$ cat config.mk
export PLATFORM = sky130hd
export DESIGN_NAME = clk_div_multi
export DESIGN_NICKNAME = d
export VERILOG_FILES = /design/src/rtl/clk_div_multi.sv
export SDC_FILE = /design/constraint.sdc
export NUM_CORES = 1
export LEC_CHECK = 0
export CORE_UTILIZATION = 50
export CTS_CLUSTER_SIZE = 40
export DETAILED_ROUTE_END_ITERATION = 8
export DONT_BUFFER_PORTS = 1
export GPL_TIMING_DRIVEN = 0
export PLACE_DENSITY_LB_ADDON = 0.2
export SKIP_CTS_REPAIR_TIMING = 1
export SLEW_MARGIN = 0
export SYNTH_ARGS = -nofsm -noshare
export SYNTH_HDL_FRONTEND = slang
export SYNTH_SLANG_ARGS = --single-unit
$ cat constraint.sdc
create_clock -name i_ref_clk -period 5.6 [get_ports i_ref_clk]
set_clock_uncertainty 0.2 [all_clocks]
set_input_delay 1.12 -clock i_ref_clk [delete_from_list [all_inputs] [get_ports i_ref_clk]]
set_output_delay 1.12 -clock i_ref_clk [all_outputs]
set_load 0.02 [all_outputs]
$ cat src/rtl/clk_div_multi.sv
// -----------------------------------------------------------------------------
// clk_div_multi
//   NUM_CH independent programmable clock dividers, all running from one
//   reference clock. Each channel is an IDLE/BYPASS/DIVIDE state machine with
//   a period counter and a shadow copy of its ratio. The shadow is only
//   reloaded at the end of a period, so a ratio change never truncates or
//   stretches the period in flight.
//
//   Ratio 0 or 1 selects BYPASS: the output is the reference clock itself and
//   the tick is held high. Ratio N >= 2 divides by N, high for floor(N/2)
//   cycles.
//
//   Optional feature (macro CLK_DIV_DUTY50_EN): for odd N a falling-edge
//   register stretches the high phase by half a reference cycle, giving an
//   exact 50% duty cycle. Without the macro no falling-edge logic exists.
//
// Ports
//   i_ref_clk    in   1                    reference clock (rising edge)
//   i_rst        in   1                    asynchronous active-high reset
//   i_clk_en     in   NUM_CH               per-channel enable
//   i_div_ratio  in   NUM_CH*RATIO_WIDTH   per-channel ratio, channel c at
//                                          [c*RATIO_WIDTH +: RATIO_WIDTH]
//   o_div_clk    out  NUM_CH               divided clock
//   o_tick       out  NUM_CH               pulse on each divided rising edge
//   o_ratio_ack  out  NUM_CH               pulse when a new ratio is adopted
// -----------------------------------------------------------------------------
module clk_div_multi #(
  parameter int NUM_CH      = 4,
  parameter int RATIO_WIDTH = 8
) (
  input  logic                          i_ref_clk,
  input  logic                          i_rst,
  input  logic [NUM_CH-1:0]             i_clk_en,
  input  logic [NUM_CH*RATIO_WIDTH-1:0] i_div_ratio,
  output logic [NUM_CH-1:0]             o_div_clk,
  output logic [NUM_CH-1:0]             o_tick,
  output logic [NUM_CH-1:0]             o_ratio_ack
);

  typedef enum logic [1:0] {
    IDLE   = 2'd0,
    BYPASS = 2'd1,
    DIVIDE = 2'd2
  } state_t;

  localparam logic [RATIO_WIDTH-1:0] ZERO = RATIO_WIDTH'(0);
  localparam logic [RATIO_WIDTH-1:0] ONE  = RATIO_WIDTH'(1);

  for (genvar c = 0; c < NUM_CH; c++) begin : g_ch
    state_t                 state_r;
    logic [RATIO_WIDTH-1:0] count_r;
    logic [RATIO_WIDTH-1:0] shadow_r;
    logic                   div_r;
    logic                   tick_r;
    logic                   ack_r;

    logic [RATIO_WIDTH-1:0] ratio_s;
    logic [RATIO_WIDTH-1:0] count_inc_s;
    logic [RATIO_WIDTH-1:0] half_s;
    logic                   ratio_div_s;
    logic                   wrap_s;
    logic                   stretch_s;

    assign ratio_s     = i_div_ratio[c*RATIO_WIDTH +: RATIO_WIDTH];
    assign ratio_div_s = (ratio_s > ONE);
    assign half_s      = shadow_r >> 1;
    // In DIVIDE the counter stays below shadow-1, so this increment never
    // overflows even for the all-ones ratio.
    assign count_inc_s = count_r + ONE;
    assign wrap_s      = (count_r == (shadow_r - ONE));

    // Channel state machine, counter, shadow ratio and registered outputs.
    always_ff @(posedge i_ref_clk or posedge i_rst) begin
      if (i_rst) begin
        state_r  <= IDLE;
        count_r  <= ZERO;
        shadow_r <= ZERO;
        div_r    <= 1'b0;
        tick_r   <= 1'b0;
        ack_r    <= 1'b0;
      end else begin
        ack_r <= 1'b0;
        case (state_r)
          IDLE: begin
            count_r <= ZERO;
            if (i_clk_en[c]) begin
              shadow_r <= ratio_s;
              tick_r   <= 1'b1;
              if (ratio_div_s) begin
                div_r   <= 1'b1;
                state_r <= DIVIDE;
              end else begin
                div_r   <= 1'b0;
                state_r <= BYPASS;
              end
            end else begin
              div_r  <= 1'b0;
              tick_r <= 1'b0;
            end
          end
          DIVIDE: begin
            if (!i_clk_en[c]) begin
              state_r <= IDLE;
              count_r <= ZERO;
              div_r   <= 1'b0;
              tick_r  <= 1'b0;
            end else if (wrap_s) begin
              // End of period: the only point a new ratio is taken.
              count_r  <= ZERO;
              shadow_r <= ratio_s;
              ack_r    <= (ratio_s != shadow_r);
              tick_r   <= 1'b1;
              if (ratio_div_s) begin
                div_r <= 1'b1;
              end else begin
                div_r   <= 1'b0;
                state_r <= BYPASS;
              end
            end else begin
              count_r <= count_inc_s;
              div_r   <= (count_inc_s < half_s);
              tick_r  <= 1'b0;
            end
          end
          BYPASS: begin
            count_r <= ZERO;
            if (!i_clk_en[c]) begin
              state_r <= IDLE;
              div_r   <= 1'b0;
              tick_r  <= 1'b0;
            end else if (ratio_div_s) begin
              shadow_r <= ratio_s;
              div_r    <= 1'b1;
              tick_r   <= 1'b1;
              ack_r    <= 1'b1;
              state_r  <= DIVIDE;
            end else begin
              // Switching between ratio 0 and 1 stays in BYPASS.
              shadow_r <= ratio_s;
              ack_r    <= (ratio_s != shadow_r);
              div_r    <= 1'b0;
              tick_r   <= 1'b1;
            end
          end
          default: begin
            state_r <= IDLE;
            count_r <= ZERO;
            div_r   <= 1'b0;
            tick_r  <= 1'b0;
          end
        endcase
      end
    end

`ifdef CLK_DIV_DUTY50_EN
    logic ext_r;

    // Half-cycle delayed copy of the divided clock, used to stretch odd ratios.
    always_ff @(negedge i_ref_clk or posedge i_rst) begin
      if (i_rst) begin
        ext_r <= 1'b0;
      end else begin
        ext_r <= div_r;
      end
    end

    // In DIVIDE the shadow is >= 2, so an odd shadow means N >= 3.
    assign stretch_s = ext_r & shadow_r[0] & (state_r == DIVIDE);
`else
    assign stretch_s = 1'b0;
`endif

    assign o_div_clk[c]   = (state_r == BYPASS) ? i_ref_clk : (div_r | stretch_s);
    assign o_tick[c]      = tick_r;
    assign o_ratio_ack[c] = ack_r;
  end

endmodule

==> results.py <==
metrics = {
    "route": {
        "dr.pass1.iters": 5,
        "antenna_left": 0,
        "wl_mm": 14.0,
        "vias_per_cell": 5.67,
        "drc": 0,
        "drtIter0Drc": 313,
        "vias": 5121,
        "wl_per_cell_um": 15.5,
    },
    "global_routing": {
        "grt_max_degree": 67,
        "antenna_found_initial": 1,
        "grt_first_pass_wirelength_mm": 23.7,
        "overflow": 0,
        "first_global_vias": 5132,
        "grt_usage": 0.226,
    },
    "finish": {
        "antenna_cells": 0,
        "design_area_um2": 7080,
        "drive_above_1_share": 0.103,
        "area_delta_synth_final_pct": 10.0,
        "layout_common_cells": "dfrtp_1, inv_1, xnor2_1, nor2_1, ha_1",
        "final_common_cell": "dfrtp_1",
        "fin_nets": 814,
        "final_cells": 903,
    },
    "timing": {
        "finalSetupViolations": 0,
        "rsz0062_at_grt": "false",
        "hold_viol": 0,
        "setup_ws_ns": 0.881,
        "max_slew_margin": 0.323,
        "tightest_slew_ns": 1.01,
        "setup_tns_ns": 0,
        "drv_slew": 0,
    },
    "worst_setup_path": {
        "arrival_ns": 3.40,
        "crit_type": "clk -> out",
        "start_kind": "clock port",
        "critPathCaptureType": "primary output",
        "path_max_fanout": 2,
        "required_ns": 4.28,
    },
    "clocking": {
        "clk_latency_ns": 0.46,
        "cts_tree": "done",
        "clkTransAtPathRegs_ns": 0.06,
    },
    "run": {
        "drv_cap": 0,
    },
    "placement": {
        "dp.cells": 883,
        "pre_cts_ws_ns": 1.17,
        "io_buffers": 0,
        "place_congestion": 0.850,
        "dp_hpwl_mm": 10.3,
        "dpl_cell_area_um2": 6680,
    },
    "floorplan": {
        "die_h_um": 115,
        "die-area_um2": 13300,
        "die_w_um": 115,
        "start_util": 0.512,
        "core_um2": 12600,
        "ios": 50,
        "rows": 41,
    },
    "synthesis": {
        "syn_inst": 710,
        "synth_area_um2": 6440,
        "syn_nets": 798,
        "synth-seq-cells": 84,
        "synth_ff_type": "dfrtp_1",
        "yosys_warnings": 0,
        "ys_async_sr_fraction": 1.00,
        "ys_seq_area_frac": 0.326,
        "synth.avg_cell_area_um2": 9.07,
        "synth_edf_count": 0,
        "yosysUniqueCellTypes": 59,
    },
    "power_and_ir_drop": {
        "p_per_area_nw_per_um2": 497,
        "sw_frac_of_total": 0.418,
        "p_int_w": 0.00205,
        "net-switching-power_w": 0.00147,
        "fin_total_pwr_w": 0.00352,
        "p_seq_frac": 0.280,
        "pwr-share-clk": 0.233,
        "p_leak_nw": 3.20,
        "ir_drop_uv": 244,
        "pwr-share-comb": 0.487,
    },
    "worst_hold_path": {
        "hp-class": "in -> async",
    },
    "status": {
        "outcome": "finished, final reports clean",
    },
}
==> routing by layer <==
| layer | vias to the layer above | routed length [um] | track usage |
|---|---|---|---|
| met5 | - | 13 | 0 |
| met4 | 2 | 217 | 0.0874 |
| li1 | 2518 | - | - |
| met2 | 93 | 6750 | 0.375 |
| met1 | 2485 | 6320 | 0.282 |
| met3 | 23 | 655 | 0.0565 |
==> final cells by class <==
type | count | area, um2
multi-input cells | 530 | 3940
fillers | 1160 | 5480
clock inverters | 6 | 71.3
plain buffers | 40 | 191
flip-flops and latches | 84 | 2100
well taps | 172 | 215
clock buffers | 14 | 329
inverters | 56 | 213
repair buffers | 1 | 27.5
==> synth_stat cells, types with 5 or more instances <==
cell	count	area (um2)
buf_4	8	60.1
nand2b_1	11	68.8
a211oi_1	5	37.5
nor2_1	51	191
xnor2_1	51	447
o311ai_0	8	70.1
o21ai_0	20	100
a21oi_1	18	90.1
nand4_1	10	62.6
ha_1	50	626
and3_1	18	113
dfrtp_1	84	2100
mux2i_1	5	50.1
nand2_1	46	173
nand3_1	26	130
inv_1	56	210
a21o_1	6	45.0
nor2b_1	23	144
xor2_1	39	342
mux2_2	33	372
or3_1	7	43.8
o211ai_1	5	37.5
nor3_1	13	65.1
nor4_1	12	75.1
a221oi_1	9	78.8
clkbuf_1	28	105
==> worst max-delay path, cell delays in order <==
cell,delay (ns)
clkbuf_16,0.13
clkbuf_16,0.14
mux2_2,0.33
==> metrics by stage <==
stage | util | hold slack (ns)
final | 0.564 | 0.280
after global routing | 0.564 | 0.290
after CTS | 0.564 | 0.282
after detailed placement | 0.532 | 0.344
after global placement | 0.529 | 0.336
after floorplan | - | 0.296
==> power groups by stage <==
stage	Sequential, W	Clock (W)	Combinational, W
final	0.000987	0.000819	0.00171
after CTS	0.000988	0.000851	0.00172
after global routing	0.00102	0.000869	0.00193
after floorplan	0.000943	0.0000435	0.00140
after detailed placement	0.000998	0.0000435	0.00171
after global placement	0.000989	0.0000435	0.00164
==> sequential cells by signal, indices dropped and copies added, names as in the netlist <==
register and cells:
g_ch.div_r 4, g_ch.count_r 32, g_ch.tick_r 4, g_ch.shadow_r 32, g_ch.ack_r 4, g_ch.state_r 8
==> worst paths after layout <==
kind	from	end	slack [ns]	depth (start not counted)
max	i_ref_clk	o_div_clk[0]	0.88	3
min	i_rst	g_ch[1].state_r[1]	0.28	1
max reg2reg	g_ch[0].shadow_r[0]	g_ch[0].shadow_r[2]	2.14	10
min reg2reg	g_ch[2].count_r[0]	g_ch[2].count_r[0]	0.35	1
max in group asynchronous	i_rst	g_ch[2].shadow_r[2]	4.29	2
min in group i_ref_clk	g_ch[2].count_r[0]	g_ch[2].count_r[0]	0.35	1
==> kinds of logic after synthesis <==
logic type | count (synthesis) | synth area share
and+or+nand+nor | 232 | 0.183
DFF | 84 | 0.326
xor gates and xnor gates | 90 | 0.122
muxes | 38 | 0.0655
buffers and inverters | 96 | 0.0624
adders and majority gates | 50 | 0.0972
AOI/OAI and AO/OA | 120 | 0.143
(Power assumes the default switching activity.)
